===== src/rtl/pkt_decoder_fsm_if.sv =====
// Packet decoder bus bundle: valid/ready beat ingress, valid/ready descriptor
// egress and the running packet/error counters.
interface pkt_decoder_fsm_if #(
  parameter int DATA_W = 16,
  parameter int LEN_W  = 4,
  parameter int CNT_W  = 8
);
  logic              in_valid;
  logic              in_ready;
  logic [DATA_W-1:0] in_data;
  logic              out_valid;
  logic              out_ready;
  logic [4:0]        out_onehot;
  logic [LEN_W-1:0]  out_len;
  logic [DATA_W-1:0] out_sum;
  logic [CNT_W-1:0]  pkt_cnt;
  logic [CNT_W-1:0]  err_cnt;

  // Decoder side of the bundle.
  modport slave (
    input  in_valid, in_data, out_ready,
    output in_ready, out_valid, out_onehot, out_len, out_sum, pkt_cnt, err_cnt
  );

  // Ingress/dispatch side of the bundle.
  modport master (
    output in_valid, in_data, out_ready,
    input  in_ready, out_valid, out_onehot, out_len, out_sum, pkt_cnt, err_cnt
  );
endinterface


===== src/rtl/pkt_decoder_fsm.sv =====
// Multi-beat packet decoder. Takes a header beat (opcode + length) followed by
// `len` payload beats and produces one descriptor per packet: one-hot opcode
// class, length and payload checksum. Malformed headers still consume their
// payload so the stream stays aligned on header boundaries.
module pkt_decoder_fsm #(
  parameter int DATA_W  = 16,
  parameter int OP_W    = 4,
  parameter int LEN_W   = 4,
  parameter int MAX_LEN = 8,
  parameter int CNT_W   = 8
) (
  input logic              clk,
  input logic              rst_n,
  pkt_decoder_fsm_if.slave bus
);

  typedef enum logic [1:0] {
    IDLE,
    PAYLOAD,
    DROP,
    DONE
  } state_t;

  localparam logic [LEN_W-1:0] MAX_LEN_L = LEN_W'(MAX_LEN);
  localparam logic [OP_W-1:0]  OP_LAST   = OP_W'(3);

  state_t            r_state, w_stateNext;
  logic [4:0]        r_onehot, w_onehotNext;
  logic [LEN_W-1:0]  r_len, w_lenNext;
  logic [LEN_W-1:0]  r_beatCnt, w_beatCntNext;
  logic [DATA_W-1:0] r_sum, w_sumNext;
  logic [CNT_W-1:0]  r_pktCnt, w_pktCntNext;
  logic [CNT_W-1:0]  r_errCnt, w_errCntNext;

  logic [OP_W-1:0]   w_op;
  logic [LEN_W-1:0]  w_hdrLen;
  logic              w_malformed;
  logic [4:0]        w_hdrOnehot;
  logic              w_inFire;
  logic              w_outFire;

  assign w_op     = bus.in_data[OP_W-1:0];
  assign w_hdrLen = bus.in_data[OP_W+LEN_W-1:OP_W];

  // Handshake flags come from state only; reset holds ingress closed.
  assign bus.in_ready  = rst_n && (r_state != DONE);
  assign bus.out_valid = (r_state == DONE);
  assign w_inFire      = bus.in_valid && bus.in_ready;
  assign w_outFire     = bus.out_valid && bus.out_ready;

  assign bus.out_onehot = r_onehot;
  assign bus.out_len    = r_len;
  assign bus.out_sum    = r_sum;
  assign bus.pkt_cnt    = r_pktCnt;
  assign bus.err_cnt    = r_errCnt;

  // Classify the beat as if it were a header; only used in IDLE.
  always_comb begin
    w_malformed = 1'b1;
    w_hdrOnehot = 5'b10000;
    if ((w_op <= OP_LAST) && (w_hdrLen <= MAX_LEN_L)) begin
      w_malformed = 1'b0;
      w_hdrOnehot = 5'b00001 << w_op;
    end
  end

  // Next-state and datapath updates for header, payload, drop and hand-off.
  always_comb begin
    w_stateNext   = r_state;
    w_onehotNext  = r_onehot;
    w_lenNext     = r_len;
    w_beatCntNext = r_beatCnt;
    w_sumNext     = r_sum;
    w_pktCntNext  = r_pktCnt;
    w_errCntNext  = r_errCnt;
    case (r_state)
      IDLE: begin
        if (w_inFire) begin
          w_lenNext     = w_hdrLen;
          w_sumNext     = '0;
          w_onehotNext  = w_hdrOnehot;
          w_beatCntNext = w_hdrLen;
          if (w_hdrLen == '0) begin
            w_stateNext = DONE;
          end else if (w_malformed) begin
            w_stateNext = DROP;
          end else begin
            w_stateNext = PAYLOAD;
          end
        end
      end
      PAYLOAD: begin
        if (w_inFire) begin
          w_sumNext     = r_sum + bus.in_data;
          w_beatCntNext = r_beatCnt - LEN_W'(1);
          if (r_beatCnt == LEN_W'(1)) begin
            w_stateNext = DONE;
          end
        end
      end
      DROP: begin
        if (w_inFire) begin
          w_beatCntNext = r_beatCnt - LEN_W'(1);
          if (r_beatCnt == LEN_W'(1)) begin
            w_stateNext = DONE;
          end
        end
      end
      DONE: begin
        if (w_outFire) begin
          w_pktCntNext = r_pktCnt + CNT_W'(1);
          if (r_onehot[4] && (r_errCnt != '1)) begin
            w_errCntNext = r_errCnt + CNT_W'(1);
          end
          w_stateNext = IDLE;
        end
      end
      default: begin
        w_stateNext = IDLE;
      end
    endcase
  end

  // State and datapath registers with synchronous active-low reset.
  always_ff @(posedge clk) begin
    if (!rst_n) begin
      r_state   <= IDLE;
      r_onehot  <= '0;
      r_len     <= '0;
      r_beatCnt <= '0;
      r_sum     <= '0;
      r_pktCnt  <= '0;
      r_errCnt  <= '0;
    end else begin
      r_state   <= w_stateNext;
      r_onehot  <= w_onehotNext;
      r_len     <= w_lenNext;
      r_beatCnt <= w_beatCntNext;
      r_sum     <= w_sumNext;
      r_pktCnt  <= w_pktCntNext;
      r_errCnt  <= w_errCntNext;
    end
  end

endmodule


===== src/flat_wrapper.sv =====
// flat-port wrapper written by rule: the top's interface ports become plain ports
module pkt_decoder_fsm_flat 
#(
  parameter int DATA_W  = 16,
  parameter int OP_W    = 4,
  parameter int LEN_W   = 4,
  parameter int MAX_LEN = 8,
  parameter int CNT_W   = 8
)
  (clk, rst_n, bus_in_valid, bus_in_data, bus_out_ready, bus_in_ready, bus_out_valid, bus_out_onehot, bus_out_len, bus_out_sum, bus_pkt_cnt, bus_err_cnt);
  pkt_decoder_fsm_if #(.DATA_W(DATA_W), .LEN_W(LEN_W), .CNT_W(CNT_W)) bus_i ();
  input logic clk;
  input logic rst_n;
  input wire logic [$bits(bus_i.in_valid)-1:0] bus_in_valid;
  input wire logic [$bits(bus_i.in_data)-1:0] bus_in_data;
  input wire logic [$bits(bus_i.out_ready)-1:0] bus_out_ready;
  output wire logic [$bits(bus_i.in_ready)-1:0] bus_in_ready;
  output wire logic [$bits(bus_i.out_valid)-1:0] bus_out_valid;
  output wire logic [$bits(bus_i.out_onehot)-1:0] bus_out_onehot;
  output wire logic [$bits(bus_i.out_len)-1:0] bus_out_len;
  output wire logic [$bits(bus_i.out_sum)-1:0] bus_out_sum;
  output wire logic [$bits(bus_i.pkt_cnt)-1:0] bus_pkt_cnt;
  output wire logic [$bits(bus_i.err_cnt)-1:0] bus_err_cnt;
  assign bus_i.in_valid = bus_in_valid;
  assign bus_i.in_data = bus_in_data;
  assign bus_i.out_ready = bus_out_ready;
  assign bus_in_ready = bus_i.in_ready;
  assign bus_out_valid = bus_i.out_valid;
  assign bus_out_onehot = bus_i.out_onehot;
  assign bus_out_len = bus_i.out_len;
  assign bus_out_sum = bus_i.out_sum;
  assign bus_pkt_cnt = bus_i.pkt_cnt;
  assign bus_err_cnt = bus_i.err_cnt;
  pkt_decoder_fsm #(.DATA_W(DATA_W), .OP_W(OP_W), .LEN_W(LEN_W), .MAX_LEN(MAX_LEN), .CNT_W(CNT_W)) u_core (.clk(clk), .rst_n(rst_n), .bus(bus_i));
endmodule

===== config.mk =====
export PLATFORM = sky130hd
export DESIGN_NAME = pkt_decoder_fsm_flat
export DESIGN_NICKNAME = d
export VERILOG_FILES = /design/src/rtl/pkt_decoder_fsm_if.sv /design/src/rtl/pkt_decoder_fsm.sv /design/src/flat_wrapper.sv
export SDC_FILE = /design/constraint.sdc
export NUM_CORES = 1
export LEC_CHECK = 0
export CAP_MARGIN = 25
export CORE_ASPECT_RATIO = 0.5
export CORE_UTILIZATION = 40
export CTS_CLUSTER_SIZE = 40
export DETAILED_ROUTE_END_ITERATION = 16
export MAX_ROUTING_LAYER = met4
export PLACE_DENSITY = 0.77
export REMOVE_ABC_BUFFERS = 1
export SLEW_MARGIN = 20
export SYNTH_ARGS = -nofsm -noshare
export SYNTH_HDL_FRONTEND = slang
export SYNTH_SLANG_ARGS = --single-unit
export TNS_END_PERCENT = 10

===== constraint.sdc =====
create_clock -name clk -period 2.6 [get_ports clk]
set_input_delay 0.78 -clock clk [delete_from_list [all_inputs] [get_ports clk]]
set_output_delay 0.78 -clock clk [all_outputs]
set_load 0.01 [all_outputs]

==> results of run 1 <==
power by group through the flow:
stage	Combinational, mW	Clock (mW)	Sequential (mW)
floorplan	0.135	0	0.766
global placement	0.267	0	0.765
detailed placement	0.272	0	0.766
CTS	0.274	0.706	0.749
global route	0.321	0.737	0.753
finish	0.293	0.687	0.750
state kept, by name, summed over array words and instances, names as in the netlist:
| register | flops |
|---|---|
| u_core.bus.out_sum | 16 |
| u_core.bus.err_cnt | 8 |
| u_core.bus.pkt_cnt | 8 |
| u_core.bus.out_onehot | 5 |
| u_core.bus.out_len | 4 |
| u_core.r_beatCnt | 4 |
| u_core.r_state | 2 |
logic make-up after synthesis:
group / synth area share
AO/OA/AOI/OAI: 0.220
buffers and inverters: 0.0420
flip-flops: 0.344
AND/OR/NAND/NOR: 0.202
adder cells (fa/ha/maj): 0.108
multiplexers: 0.0146
XOR/XNOR: 0.0704
worst min path at each step:
stage,from,to,slack (ps),cells after the start
finish,u_core.bus.out_len[2]$_SDFFE_PN0P_,u_core.bus.out_len[2]$_SDFFE_PN0P_,450,2
global route,u_core.bus.out_len[2]$_SDFFE_PN0P_,u_core.bus.out_len[2]$_SDFFE_PN0P_,500,2
CTS,u_core.bus.out_len[2]$_SDFFE_PN0P_,u_core.bus.out_len[2]$_SDFFE_PN0P_,450,2
detailed placement,u_core.bus.out_len[2]$_SDFFE_PN0P_,u_core.bus.out_len[2]$_SDFFE_PN0P_,450,2
global placement,u_core.bus.out_len[2]$_SDFFE_PN0P_,u_core.bus.out_len[2]$_SDFFE_PN0P_,440,2
floorplan,u_core.r_state[0]$_SDFFE_PN0P_,u_core.r_state[0]$_SDFFE_PN0P_,470,2
layout make-up:
type	instances	share of cell area
Clock buffer	7	0.0362
Clock inverter	1	0.00178
Inverter	17	0.0151
Multi-Input combinational cell	257	0.441
Sequential cell	47	0.223
Tap cell	88	0.0261
Timing Repair Buffer	119	0.256
cells in the mapped netlist, drive strengths merged (2+ instances only):
master,n,share of area
clkbuf,7,0.0096
xnor2,9,0.029
or3,4,0.0091
a211oi,6,0.018
o211ai,4,0.011
nor2,41,0.057
o22ai,2,0.0046
buf,4,0.0091
inv,17,0.023
a21o,6,0.016
mux2i,4,0.015
a32oi,4,0.013
o21bai,4,0.015
nand2,35,0.048
and2,3,0.0069
a31oi,3,0.0069
ha,22,0.10
o21ai,20,0.037
nand4,7,0.016
a22oi,7,0.019
nand3,11,0.020
xor2,13,0.042
a21oi,24,0.048
nor2b,2,0.0046
and3,5,0.011
dfxtp,47,0.34
nor3,5,0.011
nor4b,2,0.0064
tightest hold or removal path, stage by stage (launching register included):
cell and delay (ps):
dfxtp_1 310, nand2_1 50, a21oi_1 50
what timing repair did:
item | 4_1_cts | 5_1_grt
resized for setup | 7 | 36
endpoints found under the setup margin | 6 | 8
pin swaps | 1 | 15
setup buffers | 3 | 2
routing by layer:
metal	part of all wire	up-vias	track usage
met4	0.0073	0	0.0524
li1	-	1420	-
met2	0.48	54	0.351
met5	0	-	-
met3	0.033	5	0.0451
met1	0.48	1290	0.245
per-stage QoR:
stage	hold slack (ps)	setup TNS (ps)	instances	instance area, sq um	utilization
CTS	455	-284	534	4010	0.634
global route	499	-37.8	536	4220	0.666
finish	452	0	536	4220	0.666
detailed placement	446	-3530	523	3810	0.602
floorplan	466	0	321	2690	-
global placement	444	-3050	523	3810	0.602
==> results by group, run 1 <==
Run status
  – Run status: finished, final reports clean

Critical path
  – Worst-path maximum fanout: 3
  – Top Family by Delay on Critical Path: simple AND/OR/NAND/NOR gates
  – Req. time, crit path: 2830 ps
  – Worst path cell trace: clkdlybuf4s50_1 -> ha_4 -> o211ai_1 -> nor3_4 -> o21ai_2 -> and3b_1 -> or4_1 -> nand3_1
  – Worst R2R Start: u_core.bus.out_sum[0]$_SDFFE_PN0P_
  – Setup crit start kind: primary input
  – CP peak stage delay: 500 ps
  – Critical path class: primary input to flop
  – Worst Reg-to-Reg Cells: 9
  – Setup crit end: u_core.bus.out_sum[15]$_SDFFE_PN0P_
  – Setup slack, reg-to-reg: 420 ps
  – Crit path depth: 8
  – FF-to-FF End: u_core.bus.out_sum[14]$_SDFFE_PN0P_
  – Slowest CP cell: or4_1
  – CP arrival: 2770 ps
  – Buf+Inv Stages, Crit Path: 1
  – Worst setup path start: bus_in_data[3]
  – Worst Setup End Kind: flop

Final layout
  – Fill count: 500
  – Storage cell area: 941 sq um
  – Layout Area Growth over Synthesis: 53.9%
  – Final net count: 490
  – Multi-input logic area: 0.00186 sq mm
  – Share of layout cells above drive strength 1: 0.214
  – Ant diodes: 0
  – Most frequent cells in the layout: buf_4, clkdlybuf4s50_1, dfxtp_1
  – Commonest non-fill, non-tap cell in the layout: buf_4

Clock tree
  – Clock buffer depth: 2
  – Clock latency on the worst-skew pair: 290 ps
  – Clock Root Buffer: clkbuf_16
  – H-tree levels: 2
  – Clock Sinks: 47
  – TritonCTS clock tree: done
  – CTS Hold Bufs: 0
  – CTS buffer count: 5
  – Clock Pin Slew Worst Setup and Hold Paths: 60 ps

STA
  – RSZ-0062 raised after global routing: true
  – Final Setup Violations: 0
  – Max_slew headroom: 0.723
  – Max-slew violations: 0
  – Minimum clock period: 2540 ps
  – Endpoints failing hold: 0
  – Final period util: 0.976
  – Setup WS post-layout: 61.9 ps
  – Peak Freq: 394 MHz
  – Worst-margin pin slew: 415 ps
  – Worst clock skew: 4.82 ps

Logic synthesis
  – Mapped cell area: 0.00274 sq mm
  – Cells after synthesis: 332
  – Synth unique cells: 50
  – Seq cells post-synth: 47
  – EDFF count, synth: 0
  – Top FF cell, synth: dfxtp_1
  – Post-synthesis sequential area ratio: 0.344
  – Syn_area_per_cell: 8.25 sq um
  – Synth async-reset ratio: 0
  – Syn. warnings: 0

Global routing
  – Overall Global Routing Usage: 0.203
  – Gr ovfl total: 0
  – Initial antenna violation count: 0
  – Largest net degree at the start of global routing: 39
  – First-pass GRT wire length: 11.2 mm
  – Number of global-route vias before repair: 2448

Die
  – Initial Utilization: 0.433
  – Die H: 60.5 um
  – Rows: 20
  – Core footprint: 0.00633 sq mm
  – Chip width: 119 um
  – Die Area: 0.00720 sq mm
  – Boundary Pins: 63

Job
  – Max-cap violations: 0

Power and ir drop
  – Seq pwr share: 0.434
  – Switching pwr: 0.440 mW
  – Switching Share: 0.255
  – Clock power frac: 0.397
  – Max IR drop VDD: 0.256 mV
  – Total power: 1.73 mW
  – Cell-internal power: 1.29 mW
  – Comb power frac: 0.169
  – Pwr/cell area: 410 mW/mm^2
  – Leakage: 1.76 nW

Routing
  – DRC viols: 0
  – Via density: 5.17
  – Wirelength, routed: 7.01 mm
  – Final ANT Viol Nets: 0
  – Via count: 2769
  – Drt wl/cell: 13.1 um
  – DRT iter0 DRCs: 149
  – Drt pass-1 iters: 4

Hold path
  – HP Class: flop to flop

Placed design
  – Port buffer count: 62
  – Post-place setup slack: -578 ps
  – Gp weighted congestion: 0.886
  – DP Wirelength: 5.09 mm
No activity file was read; power rests on OpenSTA's default activity.
==> run 2, diff against run 1 <==
CAP_MARGIN = 20   (was 25)
SLEW_MARGIN = default   (was 20)
==> results of run 2 <==
The final DEF is identical to that of run 1; final timing and power are the same.
==> run 3, diff against run 2 <==
CORE_UTILIZATION = 45   (was 40)
CTS_CLUSTER_DIAMETER = 60   (was default)
PLACE_DENSITY = 0.84   (was 0.77)
==> results by group, run 3 (synthesized netlist as in run 1, its figures left out) <==
Run status
  – Run status: finished, violations left
  – Failing checks: design-rule violations

Routing
  – Final ANT Viol Nets: 0 (unchanged)
  – Drt pass-1 iters: 13 (+9)
  – Via count: 2934 (+6.0%)
  – Wirelength, routed: 8.29 mm (+18%)
  – DRT iter0 DRCs: 194 (+30%)
  – DRC viols: 4 (+4)
  – Drt wl/cell: 16.1 um (+23%)
  – Via density: 5.70 (+10%)

STA
  – Max_slew headroom: 0.415 (-0.308)
  – Peak Freq: 387 MHz (-1.8%)
  – Max-slew violations: 0 (unchanged)
  – Minimum clock period: 2590 ps (+47.5 ps)
  – Worst-margin pin slew: 873 ps (+458 ps)
  – Final Setup Violations: 0 (unchanged)
  – Final period util: 0.994 (+0.0183)
  – Endpoints failing hold: 0 (unchanged)
  – Worst clock skew: 3.89 ps (-0.930 ps)

Critical path
  – Worst setup path start: bus_in_data[6]
  – Worst Reg-to-Reg Cells: 9 (unchanged)
  – Setup crit start kind: primary input
  – CP arrival: 2830 ps (+60 ps)
  – Slowest CP cell: clkdlybuf4s50_1
  – Worst Setup End Kind: flop
  – Setup slack, reg-to-reg: 400 ps (-20 ps)
  – Worst R2R Start: u_core.bus.out_sum[0]$_SDFFE_PN0P_
  – Req. time, crit path: 2840 ps (about the same)
  – Worst-path maximum fanout: 4 (+1)
  – Critical path class: primary input to flop
  – CP peak stage delay: 470 ps (-30 ps)
  – FF-to-FF End: u_core.bus.out_sum[14]$_SDFFE_PN0P_
  – Setup crit end: u_core.bus.out_sum[15]$_SDFFE_PN0P_
  – Worst path cell trace: clkdlybuf4s50_1 -> ha_4 -> nand4_1 -> o22ai_2 -> o21ai_2 -> and3b_1 -> or4_1 -> nand3_1

Global routing
  – Initial antenna violation count: 0 (unchanged)
  – GR Layer Usage met2: 0.449 (+0.0977)
  – Largest net degree at the start of global routing: 39 (unchanged)
  – Overall Global Routing Usage: 0.258 (+0.0546)
  – Gr ovfl total: 0 (unchanged)
  – Number of global-route vias before repair: 2872 (+17%)
  – Met1 global-route usage: 0.292 (+0.0469)
  – Met3 Use GR: 0.0542 (+0.00908)
  – GRT Max-Usage Layer: met2
  – First-pass GRT wire length: 12.7 mm (+14%)

Placed design
  – DP Wirelength: 5.60 mm (+9.9%)
  – Gp weighted congestion: 0.939 (+6.0%)
  – Port buffer count: 62 (unchanged)
  – DP Area: 0.00373 sq mm (-2.1%)
  – DP Cell Count: 500 (-4.4%)

Die
  – Rows: 19 (-5.0%)
  – Die H: 57.2 um (-5.5%)
  – Initial Utilization: 0.482 (+0.0494)
  – Chip width: 112 um (-5.6%)
  – Die Area: 0.00642 sq mm (-11%)
  – Boundary Pins: 63 (unchanged)
  – Core footprint: 0.00568 sq mm (-10%)

Power and ir drop
  – Leakage: 1.71 nW (-2.8%)
  – Pwr/cell area: 434 mW/mm^2 (+5.8%)
  – Max IR drop VDD: 0.310 mV (+21%)

Clock tree
  – Clock latency on the worst-skew pair: 300 ps (about the same)
  – CTS buffer count: 5 (unchanged)
  – CTS Hold Bufs: 0 (unchanged)
  – Clock Pin Slew Worst Setup and Hold Paths: 70 ps (about the same)
  – Clock buffer depth: 2 (unchanged)
  – Clock Sinks: 47 (unchanged)
  – TritonCTS clock tree: done
  – Clock Root Buffer: clkbuf_16
  – H-tree levels: 2 (unchanged)

Final layout
  – Ant diodes: 0 (unchanged)
  – Number of flip-flops under the largest register name: 16 (unchanged)
  – Share of layout cells above drive strength 1: 0.215 (+0.000646)
  – Commonest non-fill, non-tap cell in the layout: clkdlybuf4s50_1
  – Final net count: 484 (-1.2%)
  – Fin cells: 515 (-3.9%)
  – Layout Area Growth over Synthesis: 52.9%
  – Most frequent cells in the layout: clkdlybuf4s50_1, buf_4, dfxtp_1
  – Post-route cell area: 0.00419 sq mm (-0.65%)

Hold path
  – HP Class: flop to flop

Job
  – Max-cap violations: 0 (unchanged)
run 3: cell types whose count changed in the layout (fill, tap and decap cells not counted), sizes merged:
cell | previous run | this run
clkbuf | 7 | 6
clkinvlp | 1 | 0
dlymetal6s2s | 10 | 8
bufinv | 0 | 1
buf | 57 | 51
clkinv | 0 | 1
clkdlybuf4s50 | 51 | 52
inv | 17 | 18
run 3: power breakdown:
part	total (mW)	leakage (nW)	internal, mW	switching (mW)
combinational	0.298	1.25	0.143	0.155
sequential	0.751	0.380	0.735	0.0155
clock	0.770	0.0844	0.459	0.310
run 3: per-stage QoR:
step                setup slack, ps  setup TNS (ps)  hold slack (ps)  utilization  total power [mW]
finish                         14.5               0              463        0.737              1.82
global route                  -44.7           -44.7              480        0.737              1.88
CTS                            2.43               0              463        0.699              1.79
detailed placement             -620           -3960              453        0.656              1.03
global placement               -545           -3250              445        0.656              1.02
floorplan                      56.1               0              466            -             0.901
run 3: what timing repair did:
action / in CTS / in global routing
pin swaps: 3 / 20
resized for setup: 15 / 33
hold endpoints to repair: 0 / 0
endpoints found under the setup margin: 8 / 7
buffers inserted: 1 / 6
run 3: routing by layer:
layer / up-vias / wire length (um)
met5: - / 0
met4: 0 / 235
met3: 26 / 531
met2: 119 / 4150
met1: 1381 / 3370
li1: 1408 / -
run 3: worst max-delay path, delay by kind of cell:
kind                       cells  cell delay, ps
and+or+nand+nor                4             900
AOI/OAI and AO/OA              2             360
buffers and inverters          1             470
adders and majority gates      1             310
run 3: worst min-delay path by stage:
stage                                          start                                    end  slack, ps  cells after the start
3_3_place_gp   u_core.bus.out_onehot[3]$_SDFFE_PN0P_  u_core.bus.out_onehot[3]$_SDFFE_PN0P_        440                      2
3_5_place_dp   u_core.bus.out_onehot[3]$_SDFFE_PN0P_  u_core.bus.out_onehot[3]$_SDFFE_PN0P_        450                      2
6_report       u_core.bus.out_onehot[3]$_SDFFE_PN0P_  u_core.bus.out_onehot[3]$_SDFFE_PN0P_        460                      2
5_1_grt        u_core.bus.out_onehot[3]$_SDFFE_PN0P_  u_core.bus.out_onehot[3]$_SDFFE_PN0P_        480                      2
4_1_cts        u_core.bus.out_onehot[3]$_SDFFE_PN0P_  u_core.bus.out_onehot[3]$_SDFFE_PN0P_        460                      2
2_1_floorplan         u_core.r_state[0]$_SDFFE_PN0P_         u_core.r_state[0]$_SDFFE_PN0P_        470                      2
run 3: area by class of cell:
class                   count  area [sq um]
clock buffers               5           125
clock inverters             3          47.5
fillers                   393          1490
inverters                  17          63.8
multi-input cells         257          1900
flip-flops and latches     47           941
well taps                  73          91.3
repair buffers            113          1020
